$ cat src/rtl/pipe_hazard_ctrl.sv
// pipe_hazard_ctrl: stall/flush sequencer for the 5-stage 16-bit pipeline.
// Produces write enables and bubble-insert flushes for PC, IF/ID, ID/EX,
// EX/MEM and MEM/WB. Handles dmem stalls (with timeout), MEM-resolved
// redirects, load-use hazards, imem stalls and the halt drain sequence.
module pipe_hazard_ctrl #(
    parameter int TIMEOUT   = 64,
    parameter int DRAIN_CYC = 2
) (
    input  logic       clk,
    input  logic       rst,
    input  logic [2:0] ifid_rs,
    input  logic [2:0] ifid_rt,
    input  logic       ifid_rs_used,
    input  logic       ifid_rt_used,
    input  logic       idex_MemRead,
    input  logic       idex_wreg_flag,
    input  logic [2:0] idex_reg_to_write,
    input  logic       exmem_memen,
    input  logic       dmem_stall,
    input  logic       imem_stall,
    input  logic       exmem_redirect,
    input  logic       exmem_HaltRaw,
    output logic       pc_wen,
    output logic       ifid_wen,
    output logic       idex_wen,
    output logic       exmem_wen,
    output logic       memwb_wen,
    output logic       ifid_flush,
    output logic       idex_flush,
    output logic       exmem_flush,
    output logic       halted,
    output logic       err,
    output logic [1:0] state
);

    localparam int WCW = $clog2(TIMEOUT + 1);
    localparam int DCW = $clog2(DRAIN_CYC) + 1;
    localparam logic [WCW-1:0] WAIT_MAX   = WCW'(TIMEOUT);
    localparam logic [DCW-1:0] DRAIN_LAST = DCW'(DRAIN_CYC - 1);

    typedef enum logic [1:0] {
        ST_RUN   = 2'd0,
        ST_WAIT  = 2'd1,
        ST_DRAIN = 2'd2,
        ST_STOP  = 2'd3
    } state_t;

    state_t         cur_state, nxt_state;
    logic [WCW-1:0] wait_cnt, wait_nxt;
    logic [DCW-1:0] drain_cnt, drain_nxt;
    logic           halted_r, halted_nxt;
    logic           err_r, err_nxt;
    logic           load_use;

    // A load in EX feeding a register the ID instruction actually reads
    assign load_use = idex_MemRead & idex_wreg_flag &
                      ((ifid_rs_used & (ifid_rs == idex_reg_to_write)) |
                       (ifid_rt_used & (ifid_rt == idex_reg_to_write)));

    assign state  = cur_state;
    assign halted = halted_r;
    assign err    = err_r;

    // State and counter registers; reset returns to RUN immediately
    always_ff @(posedge clk or posedge rst) begin
        if (rst) begin
            cur_state <= ST_RUN;
            wait_cnt  <= '0;
            drain_cnt <= '0;
            halted_r  <= 1'b0;
            err_r     <= 1'b0;
        end else begin
            cur_state <= nxt_state;
            wait_cnt  <= wait_nxt;
            drain_cnt <= drain_nxt;
            halted_r  <= halted_nxt;
            err_r     <= err_nxt;
        end
    end

    // Next-state and output decode; the normal-flow priority rules are shared
    // by RUN and by the release cycle of WAIT
    always_comb begin
        logic apply_run;
        apply_run   = 1'b0;
        nxt_state   = cur_state;
        wait_nxt    = wait_cnt;
        drain_nxt   = drain_cnt;
        halted_nxt  = halted_r;
        err_nxt     = err_r;
        pc_wen      = 1'b0;
        ifid_wen    = 1'b0;
        idex_wen    = 1'b0;
        exmem_wen   = 1'b0;
        memwb_wen   = 1'b0;
        ifid_flush  = 1'b0;
        idex_flush  = 1'b0;
        exmem_flush = 1'b0;

        case (cur_state)
            ST_RUN: begin
                if (exmem_memen & dmem_stall) begin
                    nxt_state = ST_WAIT;
                    wait_nxt  = WCW'(1);
                end else begin
                    apply_run = 1'b1;
                end
            end
            ST_WAIT: begin
                if (dmem_stall) begin
                    if (wait_cnt == WAIT_MAX) begin
                        nxt_state = ST_STOP;
                        err_nxt   = 1'b1;
                    end else begin
                        wait_nxt = wait_cnt + 1'b1;
                    end
                end else begin
                    apply_run = 1'b1;
                    wait_nxt  = '0;
                    nxt_state = ST_RUN;
                end
            end
            ST_DRAIN: begin
                pc_wen      = 1'b0;
                ifid_wen    = 1'b1;
                idex_wen    = 1'b1;
                exmem_wen   = 1'b1;
                memwb_wen   = 1'b1;
                ifid_flush  = 1'b1;
                idex_flush  = 1'b1;
                exmem_flush = 1'b1;
                drain_nxt   = drain_cnt + 1'b1;
                if (drain_cnt == DRAIN_LAST) begin
                    nxt_state  = ST_STOP;
                    halted_nxt = 1'b1;
                end
            end
            default: begin
            end
        endcase

        if (apply_run) begin
            if (exmem_HaltRaw) begin
                ifid_wen    = 1'b1;
                idex_wen    = 1'b1;
                exmem_wen   = 1'b1;
                memwb_wen   = 1'b1;
                ifid_flush  = 1'b1;
                idex_flush  = 1'b1;
                exmem_flush = 1'b1;
                nxt_state   = ST_DRAIN;
                drain_nxt   = '0;
            end else if (exmem_redirect) begin
                pc_wen      = 1'b1;
                ifid_wen    = 1'b1;
                idex_wen    = 1'b1;
                exmem_wen   = 1'b1;
                memwb_wen   = 1'b1;
                ifid_flush  = 1'b1;
                idex_flush  = 1'b1;
                exmem_flush = 1'b1;
            end else if (load_use) begin
                idex_wen    = 1'b1;
                exmem_wen   = 1'b1;
                memwb_wen   = 1'b1;
                idex_flush  = 1'b1;
            end else if (imem_stall) begin
                ifid_wen    = 1'b1;
                idex_wen    = 1'b1;
                exmem_wen   = 1'b1;
                memwb_wen   = 1'b1;
                ifid_flush  = 1'b1;
            end else begin
                pc_wen      = 1'b1;
                ifid_wen    = 1'b1;
                idex_wen    = 1'b1;
                exmem_wen   = 1'b1;
                memwb_wen   = 1'b1;
            end
        end

        if (rst) begin
            pc_wen      = 1'b0;
            ifid_wen    = 1'b0;
            idex_wen    = 1'b0;
            exmem_wen   = 1'b0;
            memwb_wen   = 1'b0;
            ifid_flush  = 1'b0;
            idex_flush  = 1'b0;
            exmem_flush = 1'b0;
        end
    end

endmodule

$ cat config.mk
export PLATFORM = sky130hd
export DESIGN_NAME = pipe_hazard_ctrl
export DESIGN_NICKNAME = d
export VERILOG_FILES = /design/src/rtl/pipe_hazard_ctrl.sv
export SDC_FILE = /design/constraint.sdc
export NUM_CORES = 1
export LEC_CHECK = 0
export CELL_PAD_IN_SITES_DETAIL_PLACEMENT = 1
export CELL_PAD_IN_SITES_GLOBAL_PLACEMENT = 1
export CORE_UTILIZATION = 35
export CTS_BUF_LIST = sky130_fd_sc_hd__clkbuf_4 sky130_fd_sc_hd__clkbuf_8
export DETAILED_ROUTE_END_ITERATION = 10
export HOLD_SLACK_MARGIN = 0.15
export PLACE_DENSITY_LB_ADDON = 0.1
export REMOVE_ABC_BUFFERS = 1
export SETUP_SLACK_MARGIN = 0.3
export SKIP_CTS_REPAIR_TIMING = 1
export SLEW_MARGIN = 20
export SYNTH_ARGS = -nofsm -noshare
export SYNTH_HDL_FRONTEND = slang
export SYNTH_SLANG_ARGS = --single-unit
$ cat constraint.sdc
create_clock -name clk -period 2.5 [get_ports clk]
set_input_delay 0.5 -clock clk [delete_from_list [all_inputs] [get_ports clk]]
set_output_delay 0.5 -clock clk [all_outputs]
set_load 0.1 [all_outputs]
## After elaboration in Yosys (flattened, before gate mapping)

Index checks and enable logic that the tools add are counted.

- Memory bits (read-only): 0
- Input port bits: 20
- Bits in registers: 13
- Word-level logic and storage cells: 72
- Memories kept: 0
- Bits in writable memories: 0
- Output and inout bits: 12
- Latch bits: 0

- Multiplexer cells: 46
- Reductions and logical operators: 5
- Bitwise logic cells: 6
- Divide/modulo/power cells: 0
- Shifts and indexed selects: 0
- $lt $le $gt $ge: 0
- Add/sub/neg operators: 2
- Eq/ne operators: 8
- $mul: 0

Operators with widths:

| cell | count |
|---|---|
| 1-bit 2-to-1 mux | 31 |
| 7-bit 2-to-1 mux | 3 |
| 2-bit 2-to-1 mux | 9 |
| 7-bit case mux with 2 select lines | 1 |
| 7-bit by 1-bit adder with 7-bit output (second input constant) | 1 |
| 7-bit == test (second input constant) | 1 |
| 3-bit == test | 2 |
| 2-bit case mux with 3 select lines | 1 |
| 3-bit AND reduction | 2 |
| 1-bit AND | 5 |
| 2-bit by 1-bit == test with 1-bit output (second input constant) | 2 |
| 3-bit inequality test (second input constant) | 1 |
| 2-bit by 1-bit adder with 2-bit output (second input constant) | 1 |
| 2-bit == test (second input constant) | 1 |
| 2-bit logical NOT | 1 |
| 2-bit inequality test (second input constant) | 1 |
| 1-bit case mux with 2 select lines | 1 |
| 2-bit AND reduction | 1 |
| 2-bit nonzero test | 1 |
| 1-bit OR | 1 |

## Depth between registers and ports, before layout

Gate-level depths: netlist of run 1.

- Word-level depth: 9
- Depth in mapped cells: 6

## Worst setup path after synthesis of run 1

OpenSTA, ideal clock, no wires.

- Path type: reg-to-output
- From: register cur_state[1], in the netlist state[1]
- To: output ifid_wen
- Buffers on the path: 1
- Slack: -2.139 ns
- Arrival time: 4.139 ns
- Stages on the path, launching flop included: 6
- Cell sequence: dfrtp_1 clkbuf_1 nor3_1 a31o_2 nand2_1 a21boi_0

- Longest elaborated chain between the ends: 7

Ends and longest elaborated chain:

| what | line | source |
|---|---|---|
| start: declaration | 48 | `state_t cur_state, nxt_state;` |
| start signal: assignment | 73 | `cur_state <= nxt_state;` |
| 2-bit == test | 100 | `case (cur_state)` |
| 1-bit 2-to-1 mux | 100 |  |
| 1-bit 2-to-1 mux | 162 | `end else if (load_use) begin` |
| 1-bit 2-to-1 mux | 153 | `end else if (exmem_redirect) begin` |
| 1-bit 2-to-1 mux | 143 | `if (exmem_HaltRaw) begin` |
| 1-bit 2-to-1 mux (*) | 142 | `if (apply_run) begin` |
| 1-bit 2-to-1 mux (*) | 182 | `if (rst) begin` |
| end: declaration | 24 | `output logic ifid_wen,` |

Every way passes the cells marked *; elsewhere a longest branch is shown, timed or not.

## Worst setup path after layout of run 1

- From: register cur_state[1], in the netlist state[1]
- To: output idex_flush

- Longest elaborated chain between the ends: 7

Ends and longest elaborated chain:

| what | line | source |
|---|---|---|
| 2-bit == test | 100 |  |
| 1-bit 2-to-1 mux | 100 |  |
| 1-bit 2-to-1 mux | 162 |  |
| 1-bit 2-to-1 mux | 153 |  |
| 1-bit 2-to-1 mux | 143 |  |
| 1-bit 2-to-1 mux (*) | 142 |  |
| 1-bit 2-to-1 mux (*) | 182 |  |
| end: declaration | 29 | `output logic idex_flush,` |

Marked as above.

==> metrics.cfg, run 1 <==
[global_routing]
grt_start_max_net_pins=16
grt_pass1_wl_microns=4300
grt_usage=0.222
overflow=0
grt_pass1_vias=926
antenna_found_initial=0

[sta]
finClkSkew_ns=0.00564
setup_slack_ns=0.292
holdWs_ns=0.378
max_freq_mhz=453
fin_crit_sh=0.883
hold_viol=0
setup_violations=0
worst_pin_slew_ns=0.325
slew_headroom=0.783
drv_slew=0
fin_tns_setup_ns=0
min_period_ns=2.21
rsz0062_at_grt=no

[cells_and_area]
fin_nets=169
stdcell_area_sq_um=1530
synthToLayoutAreaGrowth_pct=75.4
stdcell_count=174
layout-drive-gt1-share=0.317
final_core_util=0.670

[synth]
syn_inst=102
syn_area_per_cell_sq_um=8.53
ys_async_sr_fraction=1.00
ys_types=32
ys_seq_area_frac=0.374
synth_flop_cell=dfrtp_1
synth_edf_count=0
netlist_area_sq_um=870
synth_area_leader_cell=dfrtp_1
yosysWarningCount=0
synth_top_area_share=0.374
synthTopCellsByArea=dfrtp_1 (37%), xnor2_1 (8.1%), o21ai_0 (6.3%)
synth-seq-cells=13

[hold_path]
hp-class=in2async

[placement]
dpl.hpwl_microns=2100
dp_cells=162
routabilityCongestion=0.758
io_buffers=31
post-place-ws_ns=-0.00514
placedInstanceArea_sq_um=1300

[floorplanning]
coreArea_sq_um=2280
die_h_microns=51.8
fp.dieArea_sq_um=2690
die_w_microns=51.8
pin_count=32
initial_utilization=0.382
rows=17

[critical_path]
path_buf_inv=1
crit_required_ns=2.00
cp-end-kind=output port
rr_startpoint=wait_cnt[0]
crit_type=reg2out
crit_start=state[1]
critPathTopFamily=simple AND/OR/NAND/NOR gates
cpPeakStageDelay_ns=0.48
slowest_stage=dfrtp_2
crit_fanout=8
crit_arrival_ns=1.71
r2r_setup_slack_ns=0.64
crit_chain=nor2b_4 > or3_4 > o21a_1 > buf_12
cp-start-kind=flop

[clock_network]
clockBufferDepth=2
cts_sinks=13
tritoncts=done
ctsRootBufferMaster=clkbuf_4
path_clk_slew_ns=0.09
insertion_delay_ns=0.28
cts-buffers-inserted=3
cts.htree.levels=1

[route]
firstDrtPassIters=4
drt-total-wl_microns=3620
drc_errors=0
vias=952
drt-vias-per-instance=5.47
initialDrtViolationCount=18
drtAntennaViolNets=0
wl_per_cell_microns=20.8

[pwr]
leakage_nw=0.795
power_density_nw_per_um2=282
power.total_mw=0.430
ir_worst_vdd_mv=0.305

[run_status]
status=finished clean

[job]
drv_cap=0

placed cells by master (no fill, tap or decap), drive strengths merged, types with 2 or more instances in the layout:
master	n
buf	24
dlymetal6s2s	15
dfrtp	13
nand2	12
o21ai	11
inv	9
xnor2	8
a21oi	5
clkbuf	4
clkdlybuf4s50	4
nand3	4
nor2	4
o31ai	3
ha	3
nand3b	2
nand2b	2
nand4	2
nor2b	2
nor3	2
a31o	2
cell type report:
cell class | instances | area, sq um
Fill cell | 240 | 751
Multi-Input combinational cell | 76 | 574
Timing Repair Buffer | 43 | 522
Sequential cell | 13 | 328
Tap cell | 28 | 35.0
Inverter | 9 | 33.8
Clock buffer | 4 | 30.0
Antenna cell | 1 | 2.50
flip-flops by register name, summed over array words and instances (netlist names):
| signal | count |
|---|---|
| drain_cnt | 2 |
| err | 1 |
| halted | 1 |
| state | 2 |
| wait_cnt | 7 |
per-layer routing:
metal | vias to the layer above | routed length (microns) | share of wire | global-route usage
li1 | 443 | - | - | -
met1 | 493 | 1460 | 0.40 | 0.244
met2 | 12 | 2080 | 0.57 | 0.402
met3 | 4 | 49 | 0.014 | 0.0556
met4 | 0 | 44 | 0.012 | 0.0856
met5 | - | 0 | 0 | 0
cell usage after synthesis (all sizes together), types with 2 or more instances:
cell / n
buf: 3
o21ai: 11
nand4: 2
nand2: 12
nor3: 2
nor2b: 2
nand2b: 2
inv: 9
nand3b: 2
xnor2: 8
a31o: 2
o31ai: 3
nand3: 4
ha: 3
a21oi: 5
nor2: 4
dfrtp: 13
where the power goes:
group | internal [mW] | switching, mW
combinational | 0.0382 | 0.0318
clock | 0.0728 | 0.0755
sequential | 0.211 | 0.000812
total | 0.322 | 0.108
kinds of logic (layout without fill, tap and decap cells):
| group | count (synthesis) | count (layout) | synth area share |
|---|---|---|---|
| AOI/OAI and AO/OA | 28 | 28 | 0.206 |
| xor gates and xnor gates | 8 | 8 | 0.0806 |
| adders and majority gates | 3 | 3 | 0.0432 |
| buffers and inverters | 13 | 56 | 0.0691 |
| DFF | 13 | 13 | 0.374 |
| muxes | 1 | 1 | 0.0115 |
| other | 0 | 1 | 0 |
| and+or+nand+nor | 36 | 36 | 0.216 |
tightest hold or removal path, stage by stage:
cell and delay, ns:
dlymetal6s2s_1 0.16, inv_1 0.13, buf_4 0.24
worst paths after layout:
path | endpoint | depth (start not counted)
max | idex_flush | 4
min | wait_cnt[0] | 3
max reg2reg | wait_cnt[2] | 7
min reg2reg | err | 1
max in group asynchronous | state[0] | 3
min in group clk | err | 1
(Power assumes the default switching activity.)
==> inputs of run 2 (changes only) <==
--- a/config.mk
+++ b/config.mk
@@ -5,6 +5,7 @@
 export SDC_FILE = /design/constraint.sdc
 export NUM_CORES = 1
 export LEC_CHECK = 0
+export ABC_AREA = 1
 export CELL_PAD_IN_SITES_DETAIL_PLACEMENT = 1
 export CELL_PAD_IN_SITES_GLOBAL_PLACEMENT = 1
 export CORE_UTILIZATION = 35
==> run 2 against run 1 <==
Die area grew 13%. Via count grew 7.4%. Worst setup slack gained 0.024 ns. Sequential cell count is the same. Final cell count grew 21%. Count of clock-buffer cells in the layout shrank 1. Non-clock buffer count shrank 6. Global-route usage shrank 2.0 points. Critical endpoint unchanged. Largest cell class unchanged.
==> metrics.cfg, run 2 <==
[run_status]
status=finished clean

[clock_network]
insertion_delay_ns=0.28  ; about the same
ctsRootBufferMaster=clkbuf_4
cts.htree.levels=1  ; unchanged
clockBufferDepth=2  ; unchanged
cts-buffers-inserted=3  ; unchanged
path_clk_slew_ns=0.08  ; about the same
cts_sinks=13  ; unchanged
tritoncts=done

[route]
initialDrtViolationCount=11  ; -7
firstDrtPassIters=4  ; unchanged
drt-vias-per-instance=4.84  ; -11%
vias=1022  ; +7.4%
drt-total-wl_microns=2830  ; -22%
drtAntennaViolNets=0  ; unchanged
wl_per_cell_microns=13.4  ; -36%
drc_errors=0  ; unchanged

[floorplanning]
fp.dieArea_sq_um=3040  ; +13%
rows=18  ; +1
die_w_microns=55.1  ; +6.3%
pin_count=32  ; unchanged
die_h_microns=55.1  ; +6.3%
coreArea_sq_um=2570  ; +13%
initial_utilization=0.385  ; +0.00243

[global_routing]
grtUsageMet1=0.227  ; -0.0175
grt_pass1_vias=976  ; +5.4%
antenna_found_initial=0  ; unchanged
grt_usage=0.202  ; -0.0198
met3_usage=0.0519  ; -0.00364
overflow=0  ; unchanged
use_met2=0.376  ; -0.0262
grt_start_max_net_pins=14  ; -2
grt_pass1_wl_microns=4240  ; -1.4%
busiest_layer=met2

[pwr]
ir_worst_vdd_mv=0.257  ; -16%
leakage_nw=0.894  ; +12%
power_density_nw_per_um2=269  ; -4.8%

[sta]
rsz0062_at_grt=yes
slew_headroom=0.812  ; +0.0290
drv_slew=0  ; unchanged
max_freq_mhz=458  ; +1.1%
worst_pin_slew_ns=0.284  ; -0.0404 ns
min_period_ns=2.18  ; -0.0236 ns
fin_crit_sh=0.874  ; -0.00943
setup_violations=0  ; unchanged
finClkSkew_ns=0.00127  ; -0.00437 ns
hold_viol=0  ; unchanged
fin_tns_setup_ns=0  ; unchanged
setup_slack_ns=0.316  ; +0.0236 ns

[cells_and_area]
synthToLayoutAreaGrowth_pct=54.4
num_antenna_cells=0  ; -1
largest_register_ffs=7  ; unchanged
top_register=wait_cnt
layout_common_cells=nand2_1 (37), inv_1 (26), dfrtp_1 (12), dlymetal6s2s_1 (12)
fin_nets=205  ; +21%
layout-drive-gt1-share=0.276  ; -0.0410
nFillCells=323  ; +35%
mostFrequentLayoutCell=nand2_1

[critical_path]
r2r_setup_slack_ns=1.15  ; +0.51 ns
crit_required_ns=2.00  ; about the same
cp-end-kind=output port
crit_arrival_ns=1.68  ; -0.03 ns
rr_worst_depth=7  ; unchanged
timing.rr.end=wait_cnt[4]
cp-start-kind=input pin
crit_start=ifid_rs_used
rr_startpoint=wait_cnt[0]
crit_fanout=3  ; -5
crit_type=in2out

[synth]
synth_edf_count=0  ; unchanged
synth_flop_cell=dfrtp_1
yosysWarningCount=0  ; unchanged
synth_area_leader_cell=dfrtp_1
syn_area_per_cell_sq_um=6.90  ; -19%
syn_inst=143  ; +40%
netlist_area_sq_um=987  ; +14%
ys_seq_area_frac=0.330  ; -0.0446
ys_types=27  ; -16%
ys_async_sr_fraction=1.00  ; unchanged
yosysMostFrequentCell=nand2_1
synth_commonest_cells=nand2_1 (41), inv_1 (27), dfrtp_1 (13)
synthTopCellsByArea=dfrtp_1 (33%), nand2_1 (16%), inv_1 (10%)
synth-seq-cells=13  ; unchanged
synth_top_area_share=0.330  ; -0.0446

[hold_path]
min_from=halted
hp-class=reg2reg
whs_path_depth=1
holdPathEnd=halted

[placement]
dpl.hpwl_microns=2200  ; +4.9%
routabilityCongestion=0.724  ; -4.5%
post-place-ws_ns=0.0672  ; +0.0724 ns
io_buffers=31  ; unchanged

[job]
drv_cap=0  ; unchanged

==> run 2: cell families (layout without fill, tap and decap cells) <==
logic type,after synthesis,count (layout),share of synthesized area
AOI/OAI and AO/OA,17,17,0.114
xor gates and xnor gates,2,2,0.0177
adders and majority gates,3,3,0.0380
buffers and inverters,35,73,0.148
DFF,13,13,0.330
and+or+nand+nor,73,73,0.352
==> run 2: where the power goes <==
group / internal [mW] / switching [mW] / total [mW]
registers: 0.210 / 0 / 0.210
logic: 0.0341 / 0.0312 / 0.0653
clock network: 0.0594 / 0.0744 / 0.134
total: 0.304 / 0.106 / 0.409
==> run 2: worst max-delay path, cell delays in order <==
cell and delay, ns:
clkdlybuf4s50_1 0.46, nand2_1 0.05, nor2_1 0.08, nand2_1 0.05, nand2_1 0.06, nand2_2 0.08, o21ai_2 0.19, buf_12 0.19
==> run 2: metrics by stage <==
step | util | cell area (sq um) | hold slack (ns) | std cells | power [mW]
global route | 0.594 | 1520 | 0.488 | 211 | 0.430
detailed placement | 0.547 | 1410 | 0.457 | 204 | 0.279
floorplan | - | 965 | 0.393 | 140 | 0.236
global placement | 0.547 | 1410 | 0.445 | 204 | 0.277
CTS | 0.558 | 1430 | 0.478 | 208 | 0.414
finish | 0.594 | 1520 | 0.477 | 211 | 0.409
==> run 2: how the worst max path moves through the flow <==
stage	to	slack [ns]	cells past startpoint
floorplan	ifid_flush	-2.42	8
global placement	pc_wen	0.10	10
detailed placement	pc_wen	0.07	10
CTS	pc_wen	0.07	10
global route	ifid_flush	0.24	8
finish	idex_flush	0.32	8
==> run 2: area by class of cell <==
cell class,instances,area [sq um],area share
Inverter,32,124,0.0813
Clock buffer,3,22.5,0.0148
Timing Repair Buffer,37,455,0.299
Tap cell,30,37.5,0.0246
Multi-Input combinational cell,95,553,0.363
Sequential cell,13,327,0.214
Clock inverter,1,5.00,0.00328
==> run 2: metal layers <==
metal	wire (microns)	share of wire
met1	1110	0.39
met2	1590	0.56
met3	117	0.041
met4	20	0.0071
met5	0	0
==> inputs of run 3 (changes only) <==
--- a/config.mk
+++ b/config.mk
@@ -8,9 +8,10 @@
 export ABC_AREA = 1
 export CELL_PAD_IN_SITES_DETAIL_PLACEMENT = 1
 export CELL_PAD_IN_SITES_GLOBAL_PLACEMENT = 1
-export CORE_UTILIZATION = 35
+export CORE_UTILIZATION = 48
 export CTS_BUF_LIST = sky130_fd_sc_hd__clkbuf_4 sky130_fd_sc_hd__clkbuf_8
 export DETAILED_ROUTE_END_ITERATION = 10
+export DONT_BUFFER_PORTS = 1
 export HOLD_SLACK_MARGIN = 0.15
 export PLACE_DENSITY_LB_ADDON = 0.1
 export REMOVE_ABC_BUFFERS = 1
==> run 3 against run 2 <==
Combinational power fell by 57%. Non-clock buffer count fell by 23. Sequential share of layout area rose by 5.0 points. Worst setup slack improved by 0.0071 ns. Largest cell class unchanged.
==> metrics.cfg, run 3 (same netlist as run 2, synthesis figures left out) <==
[run_status]
status=finished clean

[sta]
max_freq_mhz=459  ; +0.33%
finClkSkew_ns=0.00216  ; +0.000895 ns
setup_violations=0  ; unchanged
worst_pin_slew_ns=0.902  ; +0.617 ns
hold_viol=0  ; unchanged
drv_slew=0  ; unchanged
min_period_ns=2.18  ; -0.00711 ns
slew_headroom=0.399  ; -0.413
rsz0062_at_grt=yes
fin_crit_sh=0.871  ; -0.00284

[route]
vias=977  ; -4.4%
initialDrtViolationCount=8  ; -3
drc_errors=0  ; unchanged
drt-vias-per-instance=5.28  ; +9.0%
firstDrtPassIters=4  ; unchanged
wl_per_cell_microns=15.9  ; +19%
drtAntennaViolNets=0  ; unchanged
drt-total-wl_microns=2950  ; +4.0%

[cells_and_area]
num_antenna_cells=0  ; unchanged
fin_nets=182  ; -11%
mostFrequentLayoutCell=nand2_1
seqCellArea_sq_um=325  ; -0.38%
largest_register_ffs=7  ; unchanged
top_register=wait_cnt
nFillCells=256  ; -21%
stdcell_count=185  ; -12%
final_core_util=0.635  ; +0.0411
multi_input_area_sq_um=539  ; -2.5%
synthToLayoutAreaGrowth_pct=24.8
layout-drive-gt1-share=0.259  ; -0.0167
layout_common_cells=nand2_1 (40), inv_1 (25), dfrtp_1 (13), nor2_1 (11), buf_4 (8)

[clock_network]
path_clk_slew_ns=0.08  ; about the same
tritoncts=done
cts-buffers-inserted=3  ; unchanged
cts_sinks=13  ; unchanged
clockBufferDepth=2  ; unchanged
insertion_delay_ns=0.29  ; about the same
ctsRootBufferMaster=clkbuf_4
cts.htree.levels=1  ; unchanged

[global_routing]
antenna_found_initial=0  ; unchanged
overflow=0  ; unchanged
grt_start_max_net_pins=14  ; unchanged
grt_pass1_vias=913  ; -6.5%
grt_usage=0.283  ; +0.0806
grt_pass1_wl_microns=4190  ; -1.1%

[placement]
dpl.hpwl_microns=2070  ; -5.8%
io_buffers=0  ; -100%
routabilityCongestion=0.718  ; -0.72%
dp_cells=176  ; -14%

[critical_path]
crit_fanout=4  ; +1
cp-start-kind=flop
cp-end-kind=output port
crit_required_ns=2.00  ; about the same
crit_type=reg2out
crit_arrival_ns=1.68  ; about the same

[job]
drv_cap=0  ; unchanged

[pwr]
ir_worst_vdd_mv=0.242  ; -5.7%
leakage_nw=0.677  ; -24%
power_density_nw_per_um2=315  ; +17%

[floorplanning]
coreArea_sq_um=1940  ; -24%
initial_utilization=0.508  ; +0.124
pin_count=32  ; unchanged
fp.dieArea_sq_um=2240  ; -26%
rows=16  ; -2
die_h_microns=47.4  ; -14%
die_w_microns=47.4  ; -14%

[hold_path]
hp-class=in2async

run 3: cell count changes in the layout (fill, tap and decap cells not counted), sizes merged:
cell,change
clkinv,-1
clkbuf,+1
dlymetal6s2s,-12
clkdlybuf4s50,-7
buf,-4
run 3: final timing paths:
kind                         startpoint      endpoint  slack [ns]  cells past startpoint
setup / recovery               state[0]   exmem_flush        0.32                      7
hold / removal                      rst   wait_cnt[6]        0.18                      2
setup reg to reg               state[0]   wait_cnt[1]        0.96                      6
hold reg to reg            drain_cnt[1]  drain_cnt[1]        0.58                      2
max in group asynchronous           rst           err        2.16                      2
min in group clk             dmem_stall   wait_cnt[4]        0.37                      2
run 3: stage by stage:
| step | hold slack (ns) | area (sq um) | power (mW) | setup TNS (ns) | setup WS (ns) |
|---|---|---|---|---|---|
| 2_1_floorplan | 0.393 | 965 | 0.236 | -9.26 | -2.42 |
| 5_1_grt | 0.199 | 1230 | 0.404 | 0 | 0.255 |
| 4_1_cts | 0.140 | 1170 | 0.388 | 0 | 0.308 |
| 3_3_place_gp | 0.442 | 1140 | 0.241 | 0 | 0.636 |
| 6_report | 0.178 | 1230 | 0.388 | 0 | 0.323 |
| 3_5_place_dp | 0.446 | 1140 | 0.243 | 0 | 0.581 |
run 3: power by group:
part | switching, mW | total [mW] | internal [mW] | leakage, nW
logic | 0.0184 | 0.0284 | 0.0100 | 0.493
registers | 0 | 0.210 | 0.210 | 0.166
clock network | 0.0768 | 0.150 | 0.0730 | 0.0184
run 3: area by class of cell:
cell class,count,share of cell area
timing repair buffer,14,0.146
clock buffer,4,0.0244
multi-input combinational,95,0.438
tap,27,0.0274
inverter,32,0.101
sequential,13,0.264
run 3: per-layer routing:
metal | global-route usage | up-vias | part of all wire
li1 | - | 471 | -
met1 | 0.329 | 471 | 0.41
met2 | 0.518 | 29 | 0.55
met3 | 0.0538 | 6 | 0.032
met4 | 0.0857 | 0 | 0.016
met5 | 0 | - | 0
run 3: worst max-delay path: stages, from the launching register on:
cell and delay, ns:
dfrtp_1 0.43, o21ai_1 0.14, nand2_1 0.10, nand2_2 0.09, nand2_4 0.07, or2_4 0.27
inv_1 0.11, buf_12 0.18
